## src/rtl/spi_reg_pkg.sv

```systemverilog
// Shared types and helpers for the SPI register slave.
package spi_reg_pkg;

  typedef enum logic [1:0] {
    ST_IDLE,
    ST_CMD,
    ST_WDATA,
    ST_RDATA
  } state_t;

  localparam int CMD_W  = 8;
  localparam int ADDR_W = 7;
  localparam int WR_BIT = 7;

  // Next burst address; the last mapped address and anything beyond it wrap to 0.
  function automatic logic [ADDR_W-1:0] addr_wrap(input logic [ADDR_W-1:0] addr,
                                                  input int total);
    if (int'(addr) >= total - 1) return '0;
    return addr + 1'b1;
  endfunction

endpackage

```

## src/rtl/spi_edge_det.sv

```systemverilog
// Registers the synchronized SPI clock and decodes sample/shift edges for the
// frame's latched {cpol,cpha}.
module spi_edge_det (
  input  logic clk,
  input  logic rst,
  input  logic ena,
  input  logic spi_clk,
  input  logic cpol,
  input  logic cpha,
  output logic sample_edge,
  output logic shift_edge
);

  logic spi_clk_q;
  logic rise, fall, lead, trail;

  always_ff @(posedge clk or posedge rst) begin
    if (rst) spi_clk_q <= 1'b0;
    else if (ena) spi_clk_q <= spi_clk;
  end

  assign rise  = spi_clk & ~spi_clk_q;
  assign fall  = ~spi_clk & spi_clk_q;
  assign lead  = cpol ? fall : rise;
  assign trail = cpol ? rise : fall;

  assign sample_edge = cpha ? trail : lead;
  assign shift_edge  = cpha ? lead : trail;

endmodule

```

## src/rtl/spi_reg_slave.sv

```systemverilog
// SPI register slave: command byte then burst data words with address
// auto-increment, config registers read/write, status registers read-only.
module spi_reg_slave
  import spi_reg_pkg::*;
#(
  parameter int NUM_CFG    = 8,
  parameter int NUM_STATUS = 8,
  parameter int REG_WIDTH  = 8,
  parameter logic [REG_WIDTH-1:0] CFG_RESET = '0
) (
  input  logic                            clk,
  input  logic                            rst,
  input  logic                            ena,
  input  logic [1:0]                      mode,
  input  logic                            spi_cs_n,
  input  logic                            spi_clk,
  input  logic                            spi_mosi,
  output logic                            spi_miso,
  output logic [NUM_CFG*REG_WIDTH-1:0]    config_regs,
  input  logic [NUM_STATUS*REG_WIDTH-1:0] status_regs,
  output logic [NUM_CFG-1:0]              cfg_wr_stb,
  output logic                            busy
);

  localparam int TOTAL = NUM_CFG + NUM_STATUS;
  localparam int CNT_W = $clog2(REG_WIDTH);

  state_t                 state, state_n;
  logic [1:0]             mode_q;
  logic [CNT_W-1:0]       bit_cnt;
  logic [ADDR_W-1:0]      addr, addr_nxt, cmd_addr, rd_addr;
  logic [REG_WIDTH-1:0]   rx, rx_next, tx, rd_word;
  logic                   sample_edge, shift_edge;
  logic                   cmd_last, word_last, cmd_wr;

  spi_edge_det u_edge (
    .clk         (clk),
    .rst         (rst),
    .ena         (ena),
    .spi_clk     (spi_clk),
    .cpol        (mode_q[1]),
    .cpha        (mode_q[0]),
    .sample_edge (sample_edge),
    .shift_edge  (shift_edge)
  );

  assign rx_next   = {rx[REG_WIDTH-2:0], spi_mosi};
  assign cmd_addr  = rx_next[ADDR_W-1:0];
  assign cmd_wr    = rx_next[WR_BIT];
  assign cmd_last  = (bit_cnt == CNT_W'(CMD_W - 1));
  assign word_last = (bit_cnt == CNT_W'(REG_WIDTH - 1));
  assign addr_nxt  = addr_wrap(addr, TOTAL);
  // Prefetch target: start address at command completion, else the next burst address.
  assign rd_addr   = (state == ST_CMD) ? cmd_addr : addr_nxt;
  assign busy      = (state != ST_IDLE);

  always_comb begin
    rd_word = '0;
    for (int i = 0; i < NUM_CFG; i++)
      if (rd_addr == ADDR_W'(i)) rd_word = config_regs[i*REG_WIDTH +: REG_WIDTH];
    for (int j = 0; j < NUM_STATUS; j++)
      if (rd_addr == ADDR_W'(NUM_CFG + j)) rd_word = status_regs[j*REG_WIDTH +: REG_WIDTH];
  end

  always_ff @(posedge clk or posedge rst) begin
    if (rst) state <= ST_IDLE;
    else if (ena) state <= state_n;
  end

  always_comb begin
    state_n = state;
    case (state)
      ST_IDLE: if (!spi_cs_n) state_n = ST_CMD;
      ST_CMD:  if (sample_edge && cmd_last) state_n = cmd_wr ? ST_WDATA : ST_RDATA;
      default: state_n = state;
    endcase
    if (spi_cs_n) state_n = ST_IDLE;
  end

  always_ff @(posedge clk or posedge rst) begin
    if (rst) begin
      mode_q      <= '0;
      bit_cnt     <= '0;
      addr        <= '0;
      rx          <= '0;
      tx          <= '0;
      spi_miso    <= 1'b0;
      config_regs <= {NUM_CFG{CFG_RESET}};
      cfg_wr_stb  <= '0;
    end else if (ena) begin
      cfg_wr_stb <= '0;
      // Chip select high wins over any edge seen in the same clk; partial words are dropped.
      if (spi_cs_n) begin
        bit_cnt  <= '0;
        spi_miso <= 1'b0;
      end else begin
        case (state)
          ST_IDLE: begin
            mode_q   <= mode;
            bit_cnt  <= '0;
            spi_miso <= 1'b0;
          end
          ST_CMD: begin
            spi_miso <= 1'b0;
            if (sample_edge) begin
              rx <= rx_next;
              if (cmd_last) begin
                bit_cnt <= '0;
                addr    <= cmd_addr;
                if (!cmd_wr) tx <= rd_word;
              end else begin
                bit_cnt <= bit_cnt + 1'b1;
              end
            end
          end
          ST_WDATA: begin
            spi_miso <= 1'b0;
            if (sample_edge) begin
              rx <= rx_next;
              if (word_last) begin
                bit_cnt <= '0;
                addr    <= addr_nxt;
                for (int i = 0; i < NUM_CFG; i++)
                  if (addr == ADDR_W'(i)) begin
                    config_regs[i*REG_WIDTH +: REG_WIDTH] <= rx_next;
                    cfg_wr_stb[i] <= 1'b1;
                  end
              end else begin
                bit_cnt <= bit_cnt + 1'b1;
              end
            end
          end
          ST_RDATA: begin
            if (shift_edge) begin
              spi_miso <= tx[REG_WIDTH-1];
              tx       <= {tx[REG_WIDTH-2:0], 1'b0};
            end
            if (sample_edge) begin
              rx <= rx_next;
              if (word_last) begin
                bit_cnt <= '0;
                addr    <= addr_nxt;
                tx      <= rd_word;
              end else begin
                bit_cnt <= bit_cnt + 1'b1;
              end
            end
          end
          default: ;
        endcase
      end
    end
  end

endmodule

```

## config.mk

```make
export PLATFORM = sky130hd
export DESIGN_NAME = spi_reg_slave
export DESIGN_NICKNAME = d
export VERILOG_FILES = /design/src/rtl/spi_reg_pkg.sv /design/src/rtl/spi_edge_det.sv /design/src/rtl/spi_reg_slave.sv
export SDC_FILE = /design/constraint.sdc
export NUM_CORES = 1
export LEC_CHECK = 0
export BUFFER_PORTS_ARGS = -buffer_cell sky130_fd_sc_hd__buf_2
export CORE_MARGIN = 2
export CORE_UTILIZATION = 52
export DETAILED_ROUTE_END_ITERATION = 8
export PLACE_DENSITY = 0.78
export SLEW_MARGIN = 20
export SYNTH_ARGS = -nofsm -noshare
export SYNTH_HDL_FRONTEND = slang
export SYNTH_SLANG_ARGS = --single-unit
```

## constraint.sdc

```tcl
create_clock -name clk -period 8.1 [get_ports clk]
set_clock_uncertainty 0.05 [all_clocks]
set_input_delay 1.215 -clock clk [delete_from_list [all_inputs] [get_ports clk]]
set_output_delay 1.215 -clock clk [all_outputs]
set_load 0.01 [all_outputs]
```

==> results of run 1 <==
cell usage after synthesis (7+ instances only):
library cell  count  area, sq um
dfrtp_1         103         2580
nand2_1          66          248
mux2_2           58          653
o21ai_0          49          245
nor2_1           41          154
a21oi_1          35          175
clkbuf_1         30          113
inv_1            26         97.6
o22ai_1          21          131
a22oi_1           9         67.6
a31oi_1           8         50.1
mux2i_1           8         80.1
nand2b_1          8         50.1
nand3_1           8         40.0
nor3_1            7         35.0
final timing paths:
path,start,to,slack [ps],cells past startpoint
min in group asynchronous,rst,cfg_wr_stb[0],840,2
min reg2reg,bit_cnt[1],bit_cnt[1],470,1
max reg2reg,addr[0],tx[0],4380,9
max,addr[0],tx[0],4380,9
min,bit_cnt[1],bit_cnt[1],470,1
max in group asynchronous,rst,config_regs[63],5920,3
stage by stage:
step	hold slack [ps]	setup WS (ps)	util [%]	total power (W)
floorplan	414	4130	-	0.000787
global placement	431	4440	60.5	0.000898
detailed placement	449	4480	60.5	0.000902
CTS	472	4470	63.0	0.00132
global route	498	4100	63.1	0.00137
finish	467	4380	63.1	0.00132
cell type report:
| type | count | area, sq um | share of cell area, % |
|---|---|---|---|
| clock buffer | 9 | 225 | 3.27 |
| clock inverter | 6 | 55.1 | 0.798 |
| inverter | 26 | 100 | 1.45 |
| multi-input combinational | 445 | 3010 | 43.6 |
| sequential | 103 | 2580 | 37.4 |
| tap | 140 | 175 | 2.54 |
| timing repair buffer | 149 | 756 | 11.0 |
report_power, final:
group / internal, W / total (W) / switching [W]
registers: 0.000531 / 0.000618 / 0.0000868
logic: 0.000110 / 0.000285 / 0.000175
clock network: 0.000212 / 0.000421 / 0.000208
flip-flops by register name, summed over array words and instances (netlist names):
register / count
addr: 7
bit_cnt: 3
cfg_wr_stb: 8
config_regs: 64
mode_q: 2
rx: 7
spi_miso: 1
state: 2
tx: 8
u_edge.spi_clk_q: 1
cells by family after synthesis:
logic type	Yosys count
buf+inv	66
compound gates	196
fa+ha+maj	6
simple gates	173
mux	66
xor+xnor	4
flops	103
per-layer routing:
layer | vias up | share of wire, % | global-route usage [%]
met3 | 54 | 9.9 | 6.88
met5 | - | 0 | 0
met1 | 2746 | 41 | 46.1
met4 | 0 | 3.1 | 10.8
li1 | 2520 | - | -
met2 | 365 | 46 | 53.5
worst max-delay path, cell delays in order, from the launching register on:
cell	delay, ps
dfrtp_1	600
ha_1	510
xor2_1	400
nand4_1	270
o31ai_1	600
nand2_1	320
o22ai_1	250
nor3_1	90
a222oi_1	350
o21ai_1	130
cells in the final DEF (no fill, tap or decap), types with 6 or more instances in the layout:
cell type / n
nand2_1: 66
dfrtp_1: 103
ha_1: 6
mux2i_1: 8
nand2b_1: 8
nand3_1: 8
nand4_1: 6
a221oi_1: 6
clkbuf_16: 9
a31oi_1: 8
o22ai_1: 21
buf_2: 145
inv_1: 25
a22o_1: 6
mux2_2: 58
o21ai_0: 49
a22oi_1: 9
a21oi_1: 35
nor3_1: 7
nor2_1: 41
==> results.yml, run 1 <==
floorplanning:
  num_rows: 38
  io_pins: 146
  dieArea_sq_mm: 0.0122
  start_util_pct: 53.7
  die_h_um: 110
  fp.dieW_um: 110
  core_area_sq_mm: 0.0109
synth:
  synthMuxAreaShare_pct: 12.5
  synthAdderAreaFrac_pct: 1.28
  synth_seq_cells: 103
  synth_xor_area_share_pct: 0.596
  ys.flop_type: "dfrtp_1"
  ys_warn_count: 0
  synthCells: 614
  synth_compound_area_share_pct: 22.7
  synthSimpleGateAreaFrac_pct: 14.1
  syn-num-nets: 692
  synth_cell_types: 69
  syn_area_sq_mm: 0.00588
  ys_seq_area_share_pct: 43.9
  avgSynthCellArea_sq_um: 9.57
  synthArstFlopShare_pct: 100
  synth_top_family_by_area: "compound AO/OA/AOI/OAI gates"
  synth_edf_count: 0
route:
  firstDrtPassIters: 7
  wirelength_mm: 20.2
  dr.first_iter.drc_count: 485
  vias: 5685
  drtAntennaViolNets: 0
  routedWlPerCell_um: 23.0
  viasPerCell: 6.47
  drc: 0
placed_design:
  placed_area_sq_mm: 0.00661
  dp_hpwl_mm: 14.8
  place_inst: 863
  gp_congestion: 1.00
  numPortBuffers: 145
timing:
  worst_pin_slew_ps: 1090
  fin_setup_tns_ps: 0
  finalHoldViolCount: 0
  slew_headroom_pct: 27.1
  finalSetupViolations: 0
  fin_crit_ps: 3720
  maxSlewViolCount: 0
  fin_crit_sh_pct: 46.0
  rsz0062_at_grt: "no"
  max_freq_mhz: 269
grt:
  grt_overflow: 0
  antenna_found_initial: 0
  grt_pass1_vias: 5550
  grt_use_total_pct: 33.6
  grt_pass1_wl_mm: 30.5
  grt_start_max_net_pins: 68
power_and_ir_drop:
  total_leakage_power_nw: 3.43
  p_per_area_mw_per_mm2: 192
  irDropWorstVdd_uv: 103
run_status:
  run_status: "finished, final reports clean"
worst_setup_path:
  startpoint_type: "flop"
  critPathKind: "reg -> reg"
  arrival_ps: 3880
  crit_fanout: 14
  endpoint_kind: "flop"
  required_ps: 8260
clock_network:
  clock_latency_ps: 350
  cts-root-buf: "clkbuf_16"
  cts_sinks: 103
  path_clk_slew_ps: 70
  post-cts-setup-buffers: 0
  clk_path_buf_depth: 2
  cts_tree: "done"
  h-tree-depth: 3
  hold_buffers: 0
  post_cts_resize_count: 0
  cts_buffers: 9
layout:
  antennaDiodeCount: 0
  fin_nets: 812
  fin_area_sq_mm: 0.00690
  fillers: 918
  drive_above_1_share_pct: 32.8
  syn2layout_area_growth_pct: 17.4
  fin_cells: 878
run:
  drv_cap: 0
min_path:
  hp-class: "reg -> reg"
No activity file was read; power rests on OpenSTA's default activity.
==> run 2, diff against run 1 <==
==> constraint.sdc (replaced) <==
create_clock -name clk -period 3.6 [get_ports clk]
set_clock_uncertainty 0.05 [all_clocks]
set_input_delay 0.54 -clock clk [delete_from_list [all_inputs] [get_ports clk]]
set_output_delay 0.54 -clock clk [all_outputs]
set_load 0.01 [all_outputs]
==> run 2 against run 1 <==
Compared with the run above:
- register-to-register slack worse by 4000 ps
- sequential cell count unchanged
- total power rose by 140%
- worst hold slack worse by 220 ps
- sequential share of layout area shrank 1.1 points
- first-iteration DRC count is 53% higher
- largest cell class unchanged
- worst setup slack got worse by 4000 ps
- core utilization up 1.9 points
- non-clock buffer count up 21
- design area rose by 3.0%
- clock power increased by 140%
- global-route usage increased by 0.71 points
==> results.yml, run 2 (same netlist as run 1, synthesis figures left out) <==
placed_design:
  gp_congestion: 1.01
  placed_area_sq_mm: 0.00680
  dp_hpwl_mm: 15.1
  place_inst: 884
  pre_cts_ws_ps: 407
  numPortBuffers: 145
timing:
  fin_setup_tns_ps: 0
  rsz0062_at_grt: "no"
  finalHoldViolCount: 0
  fin_crit_sh_pct: 90.8
  slew_headroom_pct: 35.1
  fin_crit_ps: 3270
  worst_slack_ps: 331
  max_freq_mhz: 306
  maxSlewViolCount: 0
  worst_pin_slew_ps: 974
  finalSetupViolations: 0
grt:
  grt_overflow: 0
  grt_busiest_layer: "met2"
  grt_pass1_vias: 5545
  antenna_found_initial: 0
  grt_pass1_wl_mm: 30.9
  grt_start_max_net_pins: 104
  met2_usage_pct: 51.7
  met1_usage_pct: 48.6
  met3_usage_pct: 6.17
  grt_use_total_pct: 34.3
floorplanning:
  dieArea_sq_mm: 0.0122
  fp.dieW_um: 110
  io_pins: 146
  start_util_pct: 53.7
  num_rows: 38
  core_area_sq_mm: 0.0109
  die_h_um: 110
layout:
  fin_cells: 900
  syn2layout_area_growth_pct: 20.9
  antennaDiodeCount: 0
  final_cell_mix: "145 x buf_2, 103 x dfrtp_1, 66 x nand2_1, 58 x mux2_2, 49 x o21ai_0"
  top_regs: "config_regs x64, cfg_wr_stb x8, tx x8"
  final_common_cell: "buf_2"
  fin_nets: 833
  fin_area_sq_mm: 0.00710
  fillers: 925
  regMostFlops: "config_regs"
  drive_above_1_share_pct: 34.5
  largest_reg_flops: 64
clock_network:
  cts-root-buf: "clkbuf_16"
  hold_buffers: 0
  path_clk_slew_ps: 70
  cts_buffers: 9
  post-cts-setup-buffers: 0
  h-tree-depth: 3
  cts_tree: "done"
  post_cts_resize_count: 0
  clock_latency_ps: 350
  clk_path_buf_depth: 2
  cts_sinks: 103
run:
  drv_cap: 0
worst_setup_path:
  required_ps: 3770
  crit_fanout: 14
  path_cells: "ha_1, xor2_1, nand4_1, o31ai_1, nand2_1, o22ai_1, nor3_1, a222oi_1, o21ai_1"
  worst-path-buf-inv: 0
  reg2regPathDepth: 9
  cpMaxStageDelayCell: "o31ai_1"
  startpoint_type: "flop"
  endpoint_kind: "flop"
  critPathMaxStageDelay_ps: 630
  critPathKind: "reg -> reg"
  critPathTopFamily: "compound AO/OA/AOI/OAI gates"
  arrival_ps: 3440
  worstSetupPathDepth: 9
run_status:
  run_status: "finished, final reports clean"
min_path:
  hp-class: "in -> async"
power_and_ir_drop:
  irDropWorstVdd_uv: 410
  total_leakage_power_nw: 3.55
  p_per_area_mw_per_mm2: 439
route:
  firstDrtPassIters: 7
  drtAntennaViolNets: 0
  vias: 5880
  routedWlPerCell_um: 22.9
  drc: 0
  dr.first_iter.drc_count: 742
  wirelength_mm: 20.6
  viasPerCell: 6.53
[run 2: final timing paths]
path | slack, ps | to | startpoint
min in group clk | 370 | mode_q[1] | mode[1]
worst max-delay path | 330 | tx[0] | addr[0]
worst max register to register | 330 | tx[0] | addr[0]
worst min-delay path | 250 | rx[1] | rst
worst min register to register | 460 | addr[6] | addr[6]
max in group asynchronous | 2800 | state[0] | rst
[run 2: worst register-to-register path, stage by stage (launching register included)]
cell	delay, ps
dfrtp_1	590
ha_1	330
xor2_1	370
nand4_1	230
o31ai_1	630
nand2_1	280
o22ai_1	210
nor3_1	90
a222oi_1	260
o21ai_1	110
[run 2: final cells by class]
| type | instances | area [sq um] | share of cell area, % |
|---|---|---|---|
| Tap cell | 140 | 175 | 2.47 |
| Inverter | 26 | 100 | 1.41 |
| Multi-Input combinational cell | 445 | 3010 | 42.3 |
| Timing Repair Buffer | 170 | 938 | 13.2 |
| Clock inverter | 6 | 77.6 | 1.09 |
| Clock buffer | 10 | 229 | 3.22 |
| Sequential cell | 103 | 2580 | 36.3 |
[run 2: per-stage QoR]
step | util (%) | hold WS [ps] | total power, W
floorplan | - | 414 | 0.00177
global placement | 62.2 | 431 | 0.00209
detailed placement | 62.2 | 441 | 0.00210
CTS | 65.0 | 291 | 0.00310
global route | 65.0 | 293 | 0.00324
finish | 65.0 | 250 | 0.00312
[run 2: report_power, final]
group	leakage, nW	switching (W)	total [W]	internal [W]
logic	1.99	0.000486	0.000788	0.000302
registers	1.41	0.000117	0.00131	0.00120
clock network	0.147	0.000463	0.00102	0.000553
[run 2: layer usage]
layer,up-vias,share of wire [%]
met5,-,0
met4,0,4.3
met3,61,10
met2,385,44
met1,2880,42
li1,2554,-
==> run 3, diff against run 2 <==
--- a/config.mk
+++ b/config.mk
@@ -7,9 +7,9 @@
 export LEC_CHECK = 0
 export BUFFER_PORTS_ARGS = -buffer_cell sky130_fd_sc_hd__buf_2
 export CORE_MARGIN = 2
-export CORE_UTILIZATION = 52
+export CORE_UTILIZATION = 54
 export DETAILED_ROUTE_END_ITERATION = 8
-export PLACE_DENSITY = 0.78
+export PLACE_DENSITY = 0.81
 export SLEW_MARGIN = 20
 export SYNTH_ARGS = -nofsm -noshare
 export SYNTH_HDL_FRONTEND = slang
==> run 3 against run 2 <==
Compared with the run above:
- die area shrank 3.6%
- global-route usage is 0.15 points higher
- final cell count shrank 0.67%
- register-to-register slack got worse by 20 ps
- core utilization is 0.35 points lower
- worst setup slack got worse by 24 ps
- sequential share of layout area rose by 0.84 points
- critical endpoint unchanged
- maximum frequency fell by 0.73%
- clock power shrank 25%
- wire length fell by 2.4%
- sequential power increased by 4%
==> results.yml, run 3 (same netlist as run 1, synthesis figures left out) <==
timing:
  fin_setup_tns_ps: 0
  finalHoldViolCount: 0
  maxSlewViolCount: 0
  finalSetupViolations: 0
  max_freq_mhz: 304
  rsz0062_at_grt: "no"
  holdWs_ps: 276
  fin_crit_ps: 3290
  slew_headroom_pct: 40.0
  worst_pin_slew_ps: 900
  fin_crit_sh_pct: 91.5
clock_network:
  cts-root-buf: "clkbuf_8"
  path_clk_slew_ps: 100
  cts_tree: "done"
  clk_path_buf_depth: 2
  cts_sinks: 103
  hold_buffers: 0
  h-tree-depth: 3
  cts_buffers: 9
  clock_latency_ps: 390
layout:
  final_cell_mix: "145 x buf_2, 103 x dfrtp_1, 66 x nand2_1, 58 x mux2_2, 49 x o21ai_0"
  regMostFlops: "config_regs"
  top_regs: "config_regs x64, cfg_wr_stb x8, tx x8"
  drive_above_1_share_pct: 34.0
  syn2layout_area_growth_pct: 18.1
  utilization_pct: 64.6
  fin_nets: 826
  largest_reg_flops: 64
  final_common_cell: "buf_2"
  fin_area_sq_mm: 0.00694
power_and_ir_drop:
  seqPwrFrac_pct: 47.9
  irDropWorstVdd_uv: 318
  power.share.clock_pct: 27.1
  switching_power_w: 0.00102
  p_comb_share_pct: 25.0
  p_sw_share_pct: 35.9
  p_int_w: 0.00182
  p_per_area_mw_per_mm2: 409
  total_leakage_power_nw: 3.47
floorplanning:
  fp.dieW_um: 108
  io_pins: 146
  core_area_sq_mm: 0.0107
  start_util_pct: 54.7
  num_rows: 38
  die_h_um: 108
  dieArea_sq_mm: 0.0117
grt:
  grt_start_max_net_pins: 70
  grt_pass1_vias: 5526
  grt_use_total_pct: 34.5
  grt_overflow: 0
  grt_pass1_wl_mm: 30.4
  antenna_found_initial: 0
worst_setup_path:
  required_ps: 3820
  crit_fanout: 14
  endpoint_kind: "flop"
  critPathKind: "reg -> reg"
  startpoint_type: "flop"
  arrival_ps: 3510
route:
  vias: 5784
  viasPerCell: 6.47
  drt-met1-wl_mm: 8.12
  dr.first_iter.drc_count: 624
  routedWlPerCell_um: 22.5
  wl_met3_mm: 1.99
  route.met2.wl_mm: 9.25
  wirelength_mm: 20.1
  firstDrtPassIters: 5
  top_layer: "met4"
  drc: 0
  drtAntennaViolNets: 0
run_status:
  run_status: "finished, final reports clean"
placed_design:
  dp_hpwl_mm: 14.8
  numPortBuffers: 145
  gp_congestion: 0.972
  placed_area_sq_mm: 0.00672
min_path:
  hp-class: "in -> async"
run:
  drv_cap: 0
==> run 3: cell type report <==
type / count / area [sq um]
clock inverter: 5 / 63.8
fill: 931 / 3800
multi-input combinational: 445 / 3020
timing repair buffer: 163 / 861
inverter: 26 / 100
sequential: 103 / 2580
antenna: 1 / 2.50
clock buffer: 11 / 141
tap: 140 / 175
==> run 3: layer usage <==
metal  vias to the layer above  global-route usage, %
met3                        62                   8.44
li1                       2549                      -
met5                         -                      0
met1                      2764                   45.8
met2                       409                   53.6
met4                         0                   15.5
==> run 3: worst max-delay path, stage by stage, from the launching register on <==
cell	delay (ps)
dfrtp_1	600
ha_2	410
xor2_1	360
nand4_1	230
o31ai_1	550
nand2_1	310
o22ai_1	240
nor3_1	80
a222oi_1	230
o21ai_1	110
==> run 3: power groups by stage <==
| stage | Clock, W | Combinational (W) | Sequential, W |
|---|---|---|---|
| after floorplan | 0 | 0.000517 | 0.00125 |
| after global placement | 0 | 0.000673 | 0.00137 |
| after detailed placement | 0 | 0.000680 | 0.00137 |
| after global routing | 0.000833 | 0.000762 | 0.00137 |
| final | 0.000769 | 0.000709 | 0.00136 |
| after CTS | 0.000778 | 0.000687 | 0.00135 |
==> run 3: per-stage QoR <==
step | instances | setup WS [ps] | power [W]
finish | 894 | 307 | 0.00284
global route | 893 | 64.6 | 0.00296
CTS | 893 | 209 | 0.00282
detailed placement | 877 | 242 | 0.00205
global placement | 877 | 335 | 0.00205
floorplan | 614 | 306 | 0.00177
==> run 3: path summary, 6_finish.rpt <==
check,cells past startpoint,start,slack (ps),end
min reg2reg,1,bit_cnt[2],470,bit_cnt[2]
min in group clk,2,mode[1],340,mode_q[1]
max in group asynchronous,3,rst,2390,addr[5]
max reg2reg,9,addr[0],310,tx[0]
min,2,rst,280,cfg_wr_stb[1]
max,9,addr[0],310,tx[0]
==> run 3: repair_timing <==
item	CTS	global route
resized for setup	0	2
buffers inserted	0	0
endpoints found under the setup margin	0	2
